**config.mk**
```make
export PLATFORM = sky130hd
export DESIGN_NAME = fsmc_txn_scheduler_flat
export DESIGN_NICKNAME = d
export VERILOG_FILES = /design/src/rtl/fsmc_txn_scheduler_if.sv /design/src/rtl/fsmc_txn_scheduler.sv /design/src/flat_wrapper.sv
export SDC_FILE = /design/constraint.sdc
export NUM_CORES = 1
export LEC_CHECK = 0
export BUFFER_PORTS_ARGS = -buffer_cell sky130_fd_sc_hd__buf_4
export CAP_MARGIN = 20
export CORE_UTILIZATION = 40
export DETAILED_ROUTE_END_ITERATION = 10
export PLACE_DENSITY = 0.78
export SLEW_MARGIN = 5
export SYNTH_ARGS = -nofsm -noshare
export SYNTH_HDL_FRONTEND = slang
export SYNTH_SLANG_ARGS = --single-unit
```
**constraint.sdc**
```tcl
create_clock -name clk -period 2.4 [get_ports clk]
set_clock_uncertainty 0.2 [all_clocks]
set_input_delay 0.24 -clock clk [delete_from_list [all_inputs] [get_ports clk]]
set_output_delay 0.24 -clock clk [all_outputs]
set_load 0.05 [all_outputs]
```
**src/rtl/fsmc_txn_scheduler_if.sv**
```systemverilog
// Request/acknowledge bus between the FSMC transaction scheduler and its peripherals.
// The scheduler drives the master side; each peripheral owns one req/ack/rdata slot.
interface fsmc_txn_scheduler_if #(
  parameter int unsigned NUM_MODULES = 4,
  parameter int unsigned DATA_WIDTH  = 16,
  parameter int unsigned ADDR_WIDTH  = 16
);
  logic [NUM_MODULES-1:0]            m_req;
  logic                              m_we;
  logic [ADDR_WIDTH-1:0]             m_addr;
  logic [DATA_WIDTH-1:0]             m_wdata;
  logic [NUM_MODULES-1:0]            m_ack;
  logic [NUM_MODULES*DATA_WIDTH-1:0] m_rdata;

  modport master (
    output m_req, m_we, m_addr, m_wdata,
    input  m_ack, m_rdata
  );

  modport slave (
    input  m_req, m_we, m_addr, m_wdata,
    output m_ack, m_rdata
  );
endinterface

```
**src/rtl/fsmc_txn_scheduler.sv**
```systemverilog
// Converts FSMC interface strobes into one req/ack transaction at a time toward the
// selected peripheral, with a per-request timeout and a saturating error counter.
module fsmc_txn_scheduler #(
  parameter int unsigned           NUM_MODULES    = 4,
  parameter int unsigned           DATA_WIDTH     = 16,
  parameter int unsigned           ADDR_WIDTH     = 16,
  parameter int unsigned           TIMEOUT_CYCLES = 15,
  parameter logic [DATA_WIDTH-1:0] DEFAULT_RDATA  = 16'hDEAD
) (
  input  logic                   clk,
  input  logic                   reset_n,
  input  logic [NUM_MODULES-1:0] bus_cs_i,
  input  logic                   bus_addr_en_i,
  input  logic                   bus_rd_en_i,
  input  logic                   bus_wr_en_i,
  input  logic [DATA_WIDTH-1:0]  bus_data_i,
  output logic [DATA_WIDTH-1:0]  bus_rdata_o,
  output logic                   busy_o,
  output logic                   err_pulse_o,
  output logic [7:0]             err_count_o,
  fsmc_txn_scheduler_if.master   m_if
);

  localparam int unsigned SEL_W = (NUM_MODULES > 1) ? $clog2(NUM_MODULES) : 1;
  localparam int unsigned CNT_W = $clog2(TIMEOUT_CYCLES + 1);

  typedef enum logic [2:0] {
    IDLE,
    ARMED,
    WR_REQ,
    RD_REQ,
    RD_HOLD
  } state_e;

  state_e                 state_q, state_d;
  logic [NUM_MODULES-1:0] m_req_q, m_req_d;
  logic                   m_we_q, m_we_d;
  logic [ADDR_WIDTH-1:0]  m_addr_q, m_addr_d;
  logic [DATA_WIDTH-1:0]  m_wdata_q, m_wdata_d;
  logic [DATA_WIDTH-1:0]  bus_rdata_q, bus_rdata_d;
  logic [SEL_W-1:0]       sel_q, sel_d;
  logic [CNT_W-1:0]       cnt_q, cnt_d;
  logic                   busy_q, busy_d;
  logic                   err_pulse_q, err_pulse_d;
  logic [7:0]             err_count_q, err_count_d;
  logic                   cs_any_q;
  logic                   wr_en_q;

  logic                   cs_rise;
  logic                   cs_onehot;
  logic                   wr_rise;
  logic [SEL_W-1:0]       cs_idx;
  logic                   ack_sel;
  logic [DATA_WIDTH-1:0]  rdata_sel;
  logic [CNT_W-1:0]       cnt_inc;
  logic [NUM_MODULES-1:0] req_onehot;
  logic                   err;

  assign cs_rise    = (bus_cs_i != '0) && !cs_any_q;
  assign cs_onehot  = (bus_cs_i != '0) &&
                      ((bus_cs_i & (bus_cs_i - NUM_MODULES'(1))) == '0);
  assign wr_rise    = bus_wr_en_i && !wr_en_q;
  assign cnt_inc    = cnt_q + CNT_W'(1);
  assign req_onehot = NUM_MODULES'(1) << sel_q;

  // Index of the set chip-select bit; only meaningful when cs is one-hot.
  always_comb begin
    cs_idx = '0;
    for (int unsigned i = 0; i < NUM_MODULES; i++) begin
      if (bus_cs_i[i]) cs_idx = SEL_W'(i);
    end
  end

  // Ack and read data of the latched module; other modules are ignored.
  always_comb begin
    ack_sel   = 1'b0;
    rdata_sel = '0;
    for (int unsigned i = 0; i < NUM_MODULES; i++) begin
      if (sel_q == SEL_W'(i)) begin
        ack_sel   = m_if.m_ack[i];
        rdata_sel = m_if.m_rdata[i*DATA_WIDTH +: DATA_WIDTH];
      end
    end
  end

  always_comb begin
    state_d     = state_q;
    m_req_d     = m_req_q;
    m_we_d      = m_we_q;
    m_addr_d    = m_addr_q;
    m_wdata_d   = m_wdata_q;
    bus_rdata_d = bus_rdata_q;
    sel_d       = sel_q;
    cnt_d       = cnt_q;
    err         = 1'b0;

    unique case (state_q)
      IDLE: begin
        if (cs_rise) begin
          if (!cs_onehot) begin
            err = 1'b1;
          end else if (bus_addr_en_i) begin
            m_addr_d = ADDR_WIDTH'(bus_data_i);
            sel_d    = cs_idx;
            state_d  = ARMED;
          end
        end
      end

      ARMED: begin
        // A write strobe beats a simultaneous read rise; the dropped read is an error.
        if (bus_rd_en_i) begin
          m_wdata_d = bus_data_i;
          m_we_d    = 1'b1;
          m_req_d   = req_onehot;
          cnt_d     = '0;
          err       = wr_rise;
          state_d   = WR_REQ;
        end else if (wr_rise) begin
          m_we_d  = 1'b0;
          m_req_d = req_onehot;
          cnt_d   = '0;
          state_d = RD_REQ;
        end else if (bus_cs_i == '0) begin
          state_d = IDLE;
        end
      end

      WR_REQ, RD_REQ: begin
        cnt_d = cnt_inc;
        // Ack is checked first so an ack on the expiry cycle still succeeds.
        if (ack_sel) begin
          m_req_d = '0;
          if (state_q == RD_REQ) begin
            bus_rdata_d = rdata_sel;
            state_d     = RD_HOLD;
          end else begin
            state_d = IDLE;
          end
        end else if (cnt_inc == CNT_W'(TIMEOUT_CYCLES)) begin
          m_req_d = '0;
          err     = 1'b1;
          if (state_q == RD_REQ) begin
            bus_rdata_d = DEFAULT_RDATA;
            state_d     = RD_HOLD;
          end else begin
            state_d = IDLE;
          end
        end
      end

      RD_HOLD: begin
        if (!bus_wr_en_i) state_d = IDLE;
      end

      default: begin
        m_req_d = '0;
        state_d = IDLE;
      end
    endcase

    busy_d      = (state_d != IDLE);
    err_pulse_d = err;
    err_count_d = (err && (err_count_q != 8'hFF)) ? err_count_q + 8'd1 : err_count_q;
  end

  always_ff @(posedge clk or negedge reset_n) begin
    if (!reset_n) begin
      state_q     <= IDLE;
      m_req_q     <= '0;
      m_we_q      <= 1'b0;
      m_addr_q    <= '0;
      m_wdata_q   <= '0;
      bus_rdata_q <= '0;
      sel_q       <= '0;
      cnt_q       <= '0;
      busy_q      <= 1'b0;
      err_pulse_q <= 1'b0;
      err_count_q <= '0;
      cs_any_q    <= 1'b0;
      wr_en_q     <= 1'b0;
    end else begin
      state_q     <= state_d;
      m_req_q     <= m_req_d;
      m_we_q      <= m_we_d;
      m_addr_q    <= m_addr_d;
      m_wdata_q   <= m_wdata_d;
      bus_rdata_q <= bus_rdata_d;
      sel_q       <= sel_d;
      cnt_q       <= cnt_d;
      busy_q      <= busy_d;
      err_pulse_q <= err_pulse_d;
      err_count_q <= err_count_d;
      cs_any_q    <= (bus_cs_i != '0);
      wr_en_q     <= bus_wr_en_i;
    end
  end

  assign m_if.m_req   = m_req_q;
  assign m_if.m_we    = m_we_q;
  assign m_if.m_addr  = m_addr_q;
  assign m_if.m_wdata = m_wdata_q;
  assign bus_rdata_o  = bus_rdata_q;
  assign busy_o       = busy_q;
  assign err_pulse_o  = err_pulse_q;
  assign err_count_o  = err_count_q;

endmodule

```
**src/flat_wrapper.sv**
```systemverilog
// flat-port wrapper written by rule: the top's interface ports become plain ports
module fsmc_txn_scheduler_flat 
#(
  parameter int unsigned           NUM_MODULES    = 4,
  parameter int unsigned           DATA_WIDTH     = 16,
  parameter int unsigned           ADDR_WIDTH     = 16,
  parameter int unsigned           TIMEOUT_CYCLES = 15,
  parameter logic [DATA_WIDTH-1:0] DEFAULT_RDATA  = 16'hDEAD
)
  (clk, reset_n, bus_cs_i, bus_addr_en_i, bus_rd_en_i, bus_wr_en_i, bus_data_i, bus_rdata_o, busy_o, err_pulse_o, err_count_o, m_if_m_req, m_if_m_we, m_if_m_addr, m_if_m_wdata, m_if_m_ack, m_if_m_rdata);
  fsmc_txn_scheduler_if #(.NUM_MODULES(NUM_MODULES), .DATA_WIDTH(DATA_WIDTH), .ADDR_WIDTH(ADDR_WIDTH)) m_if_i ();
  input  logic clk;
  input  logic reset_n;
  input  logic [NUM_MODULES-1:0] bus_cs_i;
  input  logic bus_addr_en_i;
  input  logic bus_rd_en_i;
  input  logic bus_wr_en_i;
  input  logic [DATA_WIDTH-1:0] bus_data_i;
  output logic [DATA_WIDTH-1:0] bus_rdata_o;
  output logic busy_o;
  output logic err_pulse_o;
  output logic [7:0] err_count_o;
  output wire logic [$bits(m_if_i.m_req)-1:0] m_if_m_req;
  output wire logic [$bits(m_if_i.m_we)-1:0] m_if_m_we;
  output wire logic [$bits(m_if_i.m_addr)-1:0] m_if_m_addr;
  output wire logic [$bits(m_if_i.m_wdata)-1:0] m_if_m_wdata;
  input wire logic [$bits(m_if_i.m_ack)-1:0] m_if_m_ack;
  input wire logic [$bits(m_if_i.m_rdata)-1:0] m_if_m_rdata;
  assign m_if_m_req = m_if_i.m_req;
  assign m_if_m_we = m_if_i.m_we;
  assign m_if_m_addr = m_if_i.m_addr;
  assign m_if_m_wdata = m_if_i.m_wdata;
  assign m_if_i.m_ack = m_if_m_ack;
  assign m_if_i.m_rdata = m_if_m_rdata;
  fsmc_txn_scheduler #(.NUM_MODULES(NUM_MODULES), .DATA_WIDTH(DATA_WIDTH), .ADDR_WIDTH(ADDR_WIDTH), .TIMEOUT_CYCLES(TIMEOUT_CYCLES), .DEFAULT_RDATA(DEFAULT_RDATA)) u_core (.clk(clk), .reset_n(reset_n), .bus_cs_i(bus_cs_i), .bus_addr_en_i(bus_addr_en_i), .bus_rd_en_i(bus_rd_en_i), .bus_wr_en_i(bus_wr_en_i), .bus_data_i(bus_data_i), .bus_rdata_o(bus_rdata_o), .busy_o(busy_o), .err_pulse_o(err_pulse_o), .err_count_o(err_count_o), .m_if(m_if_i));
endmodule
```
# --- Word-level counts from Yosys, hierarchy flattened ---
# Index checks and enable logic that the tools add are counted.
op_classes:
  addsub: 3
  bitwise_logic: 2
  shift: 1
  mux: 42
  eq_ne: 11
  reduce_logical: 23
op_table:
  columns: ["operator", "count"]
  rows:
  - ["$mux W16", 8]
  - ["$mux W3", 10]
  - ["$mux W4", 6]
  - ["$mux W1", 12]
  - ["$pmux W3 S4", 1]
  - ["$pmux W4 S3", 1]
  - ["$add A8 B1 Y8 const B", 1]
  - ["$logic_not A4 Y1", 2]
  - ["$ne A8 B8 Y1 const B", 1]
  - ["$pmux W4 S2", 1]
  - ["$eq A3 B2 Y1 const B", 2]
  - ["$reduce_and A2 Y1", 3]
  - ["$reduce_and A3 Y1", 2]
  - ["$reduce_bool A2 Y1", 3]
  - ["$add A4 B1 Y4 const B", 1]
  - ["$and A4 B4 Y4", 1]
  - ["$eq A2 B2 Y1 const B", 2]
  - ["$eq A4 B4 Y1 const B", 1]
  - ["$logic_and A1 B1 Y1", 4]
  - ["$mux W2", 2]
  - ["$reduce_and A4 Y1", 1]
  - ["$reduce_bool A4 Y1", 1]
  - ["$reduce_or A2 Y1", 2]
  - ["$shl A1 B2 Y4 const A", 1]
  - ["other kinds (12)", 13]
totals:
  in_bits: 93
  output_inout_bits: 63
  elab_cells: 95
  register_bits: 74

# --- Logic depth before layout (Yosys ltp) ---
# Gate-level depths: netlist of run 1.
logic_depth:
  depth_word: 8
  ltp_mapped: 8
  ltp_nobuf: 7

# --- Worst setup path before layout of run 1 ---
# OpenSTA, ideal clock, no wires.
synth_timing:
  kind: "reg-to-reg"
  start: "reg u_core.sel_q[0]"
  end: "reg u_core.m_req_q[0], in the netlist u_core.m_if.m_req[0]"
  synth_period_minus_slack_ns: 2.205
  required_ns: 2.072
  slack_ns: 0.195
  n_path_buf: 1
  stages_incl_launch_ff: 6
  t_arrival_ns: 1.877
  cell_sequence: "dfrtp_1 > mux4_2 > buf_6 > nor3_4 > a22o_4 > mux2_1"
synth_between:
  elab_chain_cells: 7
  word_cells_on_any_way: 15
synth_rtl:
  columns: ["item", "line_no", "source"]
  rows:
  - ["start: declaration", "fsmc_txn_scheduler.sv:41", "logic [SEL_W-1:0] sel_q, sel_d;"]
  - ["start signal: assignment", "fsmc_txn_scheduler.sv:189", "sel_q <= sel_d;"]
  - ["$logic_not A2 Y1", "fsmc_txn_scheduler.sv:79", "if (sel_q == SEL_W'(i)) begin"]
  - ["$mux W1 (4 in series)", "fsmc_txn_scheduler.sv:79", null]
  - ["$ne A3 B1 Y1 (no line) or $mux W4 (tied branches)", null, null]
  - ["$reduce_and A3 Y1 (no line) or $pmux W4 S3 (tied branches)", null, null]
  - ["end signal: assignment", "fsmc_txn_scheduler.sv:184", "m_req_q <= m_req_d;"]
  - ["end: declaration", "fsmc_txn_scheduler.sv:36", "logic [NUM_MODULES-1:0] m_req_q, m_req_d;"]
# Parallel ways exist; a longest one is shown, timed or not. The select of a mux whose other input is x is not followed.
# A chain may end at the register's enable or synchronous reset.

# --- Final worst setup path of run 1 ---
layout_timing:
  start: "reg u_core.sel_q[0]"
  end: "reg u_core.bus_rdata_q[9], in the netlist u_core.bus_rdata_o[9]"
layout_between:
  elab_chain_cells: 7
  word_cells_on_any_way: 16
layout_rtl:
  columns: ["item", "line_no", "source"]
  rows:
  - ["$logic_not A2 Y1", "fsmc_txn_scheduler.sv:79", null]
  - ["$mux W1 or $mux W16 (tied branches) (4 in series)", "fsmc_txn_scheduler.sv:79", null]
  - ["$reduce_bool A2 Y1 (no line) or $mux W16 (tied branches)", null, null]
  - ["$reduce_and A3 Y1 (no line) or $mux W16 (tied branches)", null, null]
  - ["end signal: assignment", "fsmc_txn_scheduler.sv:188", "bus_rdata_q <= bus_rdata_d;"]
  - ["end: declaration", "fsmc_txn_scheduler.sv:40", "logic [DATA_WIDTH-1:0] bus_rdata_q, bus_rdata_d;"]
# Parallel ways exist; a longest one is shown, timed or not. The select of a mux whose other input is x is not followed.

==> results of run 1 <==
## flip-flops by register name, indices dropped and copies added, names as in the netlist, 2 cells and up
register / cells
u_core.bus_rdata_o: 16
u_core.m_if.m_addr: 16
u_core.m_if.m_wdata: 16
u_core.err_count_o: 8
u_core.cnt_q: 4
u_core.m_if.m_req: 4
u_core.state_q: 3
u_core.sel_q: 2
## metrics by stage
step | worst slack [ps] | total power, mW
finish | 158 | 4.26
global route | 18.4 | 4.46
CTS | 126 | 4.29
detailed placement | 193 | 3.18
global placement | 242 | 3.13
floorplan | 195 | 2.63
## kinds of logic (layout without fill, tap and decap cells)
logic type,count (synthesis),after routing,synth area share
mux,54,54,0.225
flops,74,74,0.522
simple gates,61,61,0.0939
fa+ha+maj,3,3,0.0106
xor+xnor,9,9,0.0222
compound gates,49,49,0.0967
buf+inv,22,211,0.0289
## repair_timing
| action | 4_1_cts | 5_1_grt |
|---|---|---|
| setup endpoints to repair | 0 | 3 |
| resized for setup | 0 | 1 |
| endpoints found under the hold margin | 108 | 0 |
| setup buffers | 0 | 0 |
| hold buffers | 20 | 0 |
## critical path, delay by kind of cell, from the launching register on
family          cells  cell delay, ps
mux                 1             650
flops               1             370
buf+inv             2             350
simple gates        2             330
compound gates      1             200
## final cells by class
cell class / instances / share of cell area
multi-input combinational: 176 / 0.302
timing repair buffer: 187 / 0.274
clock inverter: 4 / 0.0142
inverter: 9 / 0.00638
tap: 105 / 0.0248
sequential: 74 / 0.349
clock buffer: 11 / 0.0286
## layout by cell type (no fill, tap or decap), types with 2 or more instances in the layout
master and instances:
buf_4 167, dfrtp_1 74, mux2_2 33, dlygate4sd3_1 20, nand2_1 18, mux4_2 17
o21ai_0 13, o22a_1 11, clkbuf_8 11, inv_1 9, a21oi_1 9, xor2_1 8
nor2_1 7, nand3_1 7, and3_1 4, nor3_1 4, mux2_1 4, nor2b_1 3
nand3b_1 3, a211oi_1 3, ha_1 3, nor3b_1 2, a21oi_2 2, nand4_1 2
and2_1 2, o22ai_1 2, bufinv_16 2, clkinvlp_4 2
## power by group
part / internal [mW] / switching, mW / leakage (nW)
sequential: 1.44 / 0.151 / 0.961
combinational: 0.653 / 0.930 / 1.56
clock: 0.637 / 0.456 / 0.108
total: 2.73 / 1.54 / 2.63
## how the worst max path moves through the flow
| stage | slack (ps) | to | start |
|---|---|---|---|
| finish | 160 | u_core.bus_rdata_o[9] | u_core.sel_q[0] |
| global route | 20 | u_core.err_count_o[7] | u_core.sel_q[0] |
| CTS | 130 | u_core.err_count_o[1] | u_core.state_q[2] |
| detailed placement | 190 | u_core.bus_rdata_o[9] | u_core.sel_q[0] |
| global placement | 240 | u_core.bus_rdata_o[2] | u_core.sel_q[0] |
| floorplan | 190 | u_core.m_if.m_req[0] | u_core.sel_q[0] |
## routing by layer
layer  part of all wire  up-vias
li1                   -     1379
met1               0.39     1484
met2               0.53       76
met3              0.051       20
met4              0.025        0
met5                  0        -
==> impl_metrics.csv, run 1 <==
group,metric,value,unit
sta,setup_viol,0,
sta,relSlewSlack,0.378,
worst_setup_path,slowest_stage,"mux4_2",
worst_setup_path,max_stage_delay,650,ps
cells_and_area,seqCellArea,1850,um2
logic_synthesis,syn_nets,368,
routing,wl,9.34,mm
worst_setup_path,crit_top_cell,"buf_4",
cells_and_area,stdcell_count,566,
worst_setup_path,rr_worst_depth,6,
clock_network,cts_buffer_depth,2,
clock_network,insertion_delay,340,ps
floorplanning,coreArea,8380,um2
global_route,use_met2,0.330,
sta,tightest_slew,932,ps
worst_setup_path,crit_type,"register to register",
routing,vias,2959,
worst_setup_path,crit_path_max_fanout,11,
worst_setup_path,r2r-end,"u_core.bus_rdata_o[9]",
logic_synthesis,synthFlopType,"dfrtp_1",
logic_synthesis,synth-async-reset-ratio,1.00,
global_route,grtUsageTotal,0.204,
routing,drtAntennaViolNets,0,
routing,drt_iter0_drc,95,
clock_network,htreeDepth,3,
global_route,grt_overflow,0,
logic_synthesis,synthCells,272,
logic_synthesis,ys_top_cells_by_area,"dfrtp_1 52%, mux4_2 11%, mux2_2 10%, o22a_1 2.7%, xor2_1 2.0%",
cells_and_area,antenna_cells,0,
routing,dr.pass1.iters,4,
sta,period_needed,2240,ps
sta,grt_setup_unrepaired,"no",
floorplanning,initial_core_util,0.423,
routing,drc_errors,0,
placed_design,port_buffers,155,
cells_and_area,post-route-util,0.632,
placed_design,place_area,4870,um2
status,status,"complete, no violations",
global_route,grt_pass1_vias,2890,
floorplanning,die_h,96.2,um
cells_and_area,nets,553,
clock_network,cts_tree,"built",
logic_synthesis,netlist_area,3550,um2
worst_hold_path,hp-start,"bus_cs_i[2]",
pwr,power.leakage,2.63,nW
job,cap_viol_max_count,0,
global_route,busiest_layer,"met2",
cells_and_area,fillCellCount,657,
worst_setup_path,critical_path_arrival,2270,ps
worst_setup_path,r2r_start,"u_core.sel_q[0]",
global_route,antenna_found_initial,0,
sta,slew_violations,0,
logic_synthesis,synth_edf_count,0,
sta,post-route-period-util,0.934,
worst_hold_path,hold_end,"u_core.sel_q[1]",
logic_synthesis,yosysTopAreaCell,"dfrtp_1",
logic_synthesis,syn_avg_cell_area,13.0,um2
global_route,grtUsageMet1,0.261,
logic_synthesis,seq_area_frac_synth,0.522,
clock_network,cts.sinks,74,
floorplanning,dieArea,9240,um2
logic_synthesis,yosys-top-cells-count,"74 x dfrtp_1, 33 x mux2_2, 18 x nand2_1",
floorplanning,rows,33,
sta,fin_hold_ws,21.7,ps
logic_synthesis,yosys_warnings,0,
global_route,grt_pass1_wl,14.2,mm
logic_synthesis,yosys.area.top_type_share,0.522,
worst_setup_path,worstPathCellList,"mux4_2, nor3_4, buf_4, nor2_2, buf_4, o22a_1",
worst_hold_path,min_delay_path_depth,3,
cells_and_area,area_growth,49.4,%
pwr,ir_worst_vdd,514,uV
sta,timing.fmax,446,MHz
placed_design,hpwl,6.94,mm
cells_and_area,drive_gt1_frac,0.521,
routing,wl_per_cell,16.5,um
worst_setup_path,cp.required,2420,ps
clock_network,cts-root-buf,"clkbuf_8",
cells_and_area,fin_area,5300,um2
worst_setup_path,start_kind,"register",
sta,finalSetupTns,0,ps
clock_network,cts_buffers,9,
floorplanning,dieWidth,96.2,um
sta,finalHoldViolCount,0,
logic_synthesis,yosysUniqueCellTypes,46,
global_route,grtUsageMet3,0.0458,
logic_synthesis,ys_seq_elements,74,
pwr,p_per_area,805,nW/um2
clock_network,clkSlewWorstSetupHoldPaths,80,ps
global_route,grt_max_degree,75,
worst_hold_path,hold_class,"primary input to register",
placed_design,dp_cells,531,
floorplanning,io_pins,156,
worst_setup_path,worstSetupEndpointType,"register",
routing,vias_per_cell,5.23,
cells_and_area,multiInputGateArea,1600,um2
logic_synthesis,synth.most_common_cell,"dfrtp_1",
placed_design,place_congestion,0.800,
worst_setup_path,rrSetupSlack,160,ps
(Power assumes the default switching activity.)
==> inputs of run 2 (changes only) <==
Settings changed: CORE_UTILIZATION 40 to 47, PLACE_DENSITY 0.78 to 0.88.
==> impl_metrics.csv, run 2 (synthesis results as in run 1) <==
group,metric,value,unit
status,status,"complete, no violations",
routing,wl_per_cell,16.9,um
worst_setup_path,max_stage_delay,640,ps
cells_and_area,nets,548,
placed_design,port_buffers,155,
placed_design,place_congestion,0.854,
routing,vias,2972,
worst_setup_path,worstSetupEndpointType,"register",
clock_network,cts_tree,"built",
routing,dr.pass1.iters,4,
sta,setup_viol,0,
worst_setup_path,crit_type,"register to register",
global_route,grt_overflow,0,
floorplanning,rows,31,
sta,slew_violations,0,
worst_setup_path,crit_path_max_fanout,10,
global_route,grtUsageTotal,0.247,
routing,vias_per_cell,5.35,
worst_setup_path,cpLargestDelayFamily,"multiplexers",
floorplanning,dieWidth,88.9,um
worst_setup_path,startpoint,"u_core.sel_q[0]",
floorplanning,die_h,88.9,um
global_route,grt_pass1_vias,2963,
worst_setup_path,r2r_start,"u_core.sel_q[0]",
job,cap_viol_max_count,0,
placed_design,dp_cells,520,
clock_network,cts_buffer_depth,2,
worst_setup_path,rrSetupSlack,100,ps
global_route,grt_max_degree,75,
cells_and_area,final_cell_mix,"162 x buf_4, 74 x dfrtp_1, 33 x mux2_2",
clock_network,cts_buffers,9,
sta,grt_setup_unrepaired,"no",
cells_and_area,multiInputGateArea,1600,um2
worst_setup_path,critPathBufInv,0,
cells_and_area,stdcell_count,556,
floorplanning,coreArea,7290,um2
pwr,ir_worst_vdd,647,uV
worst_setup_path,crit_end,"u_core.m_if.m_req[1]",
floorplanning,io_pins,156,
worst_setup_path,worstPathCellList,"mux4_2, nor3_4, a22o_4, mux2_1",
routing,wl,9.42,mm
worst_setup_path,start_kind,"register",
clock_network,clkSlewWorstSetupHoldPaths,80,ps
worst_setup_path,rr_worst_depth,4,
sta,relSlewSlack,0.388,
global_route,grt_pass1_wl,14.3,mm
cells_and_area,seqCellArea,1850,um2
cells_and_area,area_growth,48.4,%
sta,post-route-period-util,0.958,
worst_setup_path,worstSetupPathDepth,4,
worst_setup_path,slowest_stage,"mux4_2",
sta,period_needed,2300,ps
sta,finalHoldViolCount,0,
pwr,p_per_area,815,nW/um2
cells_and_area,final_common_cell,"buf_4",
sta,finalSetupTns,0,ps
routing,drc_errors,0,
worst_setup_path,r2r-end,"u_core.m_if.m_req[1]",
sta,timing.fmax,435,MHz
placed_design,hpwl,6.89,mm
clock_network,cts-root-buf,"clkbuf_8",
global_route,antenna_found_initial,0,
cells_and_area,fillCellCount,522,
clock_network,htreeDepth,3,
clock_network,cts.sinks,74,
clock_network,insertion_delay,340,ps
pwr,power.leakage,2.62,nW
cells_and_area,drive_gt1_frac,0.516,
routing,drtAntennaViolNets,0,
sta,tightest_slew,918,ps
floorplanning,initial_core_util,0.486,
cells_and_area,antenna_cells,0,
worst_setup_path,cp.required,2420,ps
routing,drt_iter0_drc,162,
floorplanning,dieArea,7900,um2
worst_hold_path,hold_class,"primary input to register",
worst_setup_path,critical_path_arrival,2320,ps
==> run 2: cell count changes in the layout (fill, tap and decap cells not counted), sizes merged <==
cell and change:
clkbuf +1, buf -5, clkinv +1, clkinvlp -1
==> run 2: layout make-up <==
cell class,count,area share
tap,99,0.0235
timing repair buffer,182,0.269
clock buffer,12,0.0314
multi-input combinational,176,0.304
sequential,74,0.352
inverter,9,0.00642
clock inverter,4,0.0138
==> run 2: how the worst min path moves through the flow <==
stage,startpoint,end,slack (ps),cells past startpoint
finish,bus_cs_i[2],u_core.sel_q[1],20,3
global route,bus_cs_i[2],u_core.sel_q[1],30,3
CTS,bus_cs_i[2],u_core.sel_q[1],10,3
detailed placement,bus_wr_en_i,u_core.wr_en_q,180,1
global placement,bus_wr_en_i,u_core.wr_en_q,180,1
floorplan,reset_n,u_core.bus_rdata_o[0],-260,0
==> run 2: metrics by stage <==
step / hold WS, ps / total power [mW] / instance area, um2 / util / worst slack [ps]
2_1_floorplan: -256 / 2.63 / 3550 / - / 195
3_3_place_gp: 176 / 3.11 / 4820 / 0.661 / 165
3_5_place_dp: 175 / 3.16 / 4820 / 0.661 / 109
4_1_cts: 10.3 / 4.31 / 5260 / 0.721 / 99.2
5_1_grt: 32.3 / 4.48 / 5260 / 0.722 / 28.8
6_report: 20.3 / 4.29 / 5260 / 0.722 / 101
==> run 2: worst min-delay path, stage by stage <==
cell and delay (ps):
buf_4 130, nor2_1 50, a21oi_1 100
==> run 2: power breakdown <==
| part | switching, mW | total (mW) | internal (mW) |
|---|---|---|---|
| combinational | 0.936 | 1.58 | 0.645 |
| clock | 0.452 | 1.12 | 0.669 |
| sequential | 0.150 | 1.59 | 1.44 |
| total | 1.54 | 4.29 | 2.75 |
==> run 2: per-layer routing <==
layer / global-route usage / share of wire
met1: 0.311 / 0.40
met2: 0.411 / 0.53
met3: 0.0700 / 0.052
met4: 0.0850 / 0.020
met5: 0 / 0
==> run 2: what timing repair did <==
action / 4_1_cts / 5_1_grt
buffers inserted: 0 / 0
hold buffers: 20 / 0
gates resized for setup: 0 / 1
hold endpoints to repair: 108 / 0
setup endpoints to repair: 0 / 1
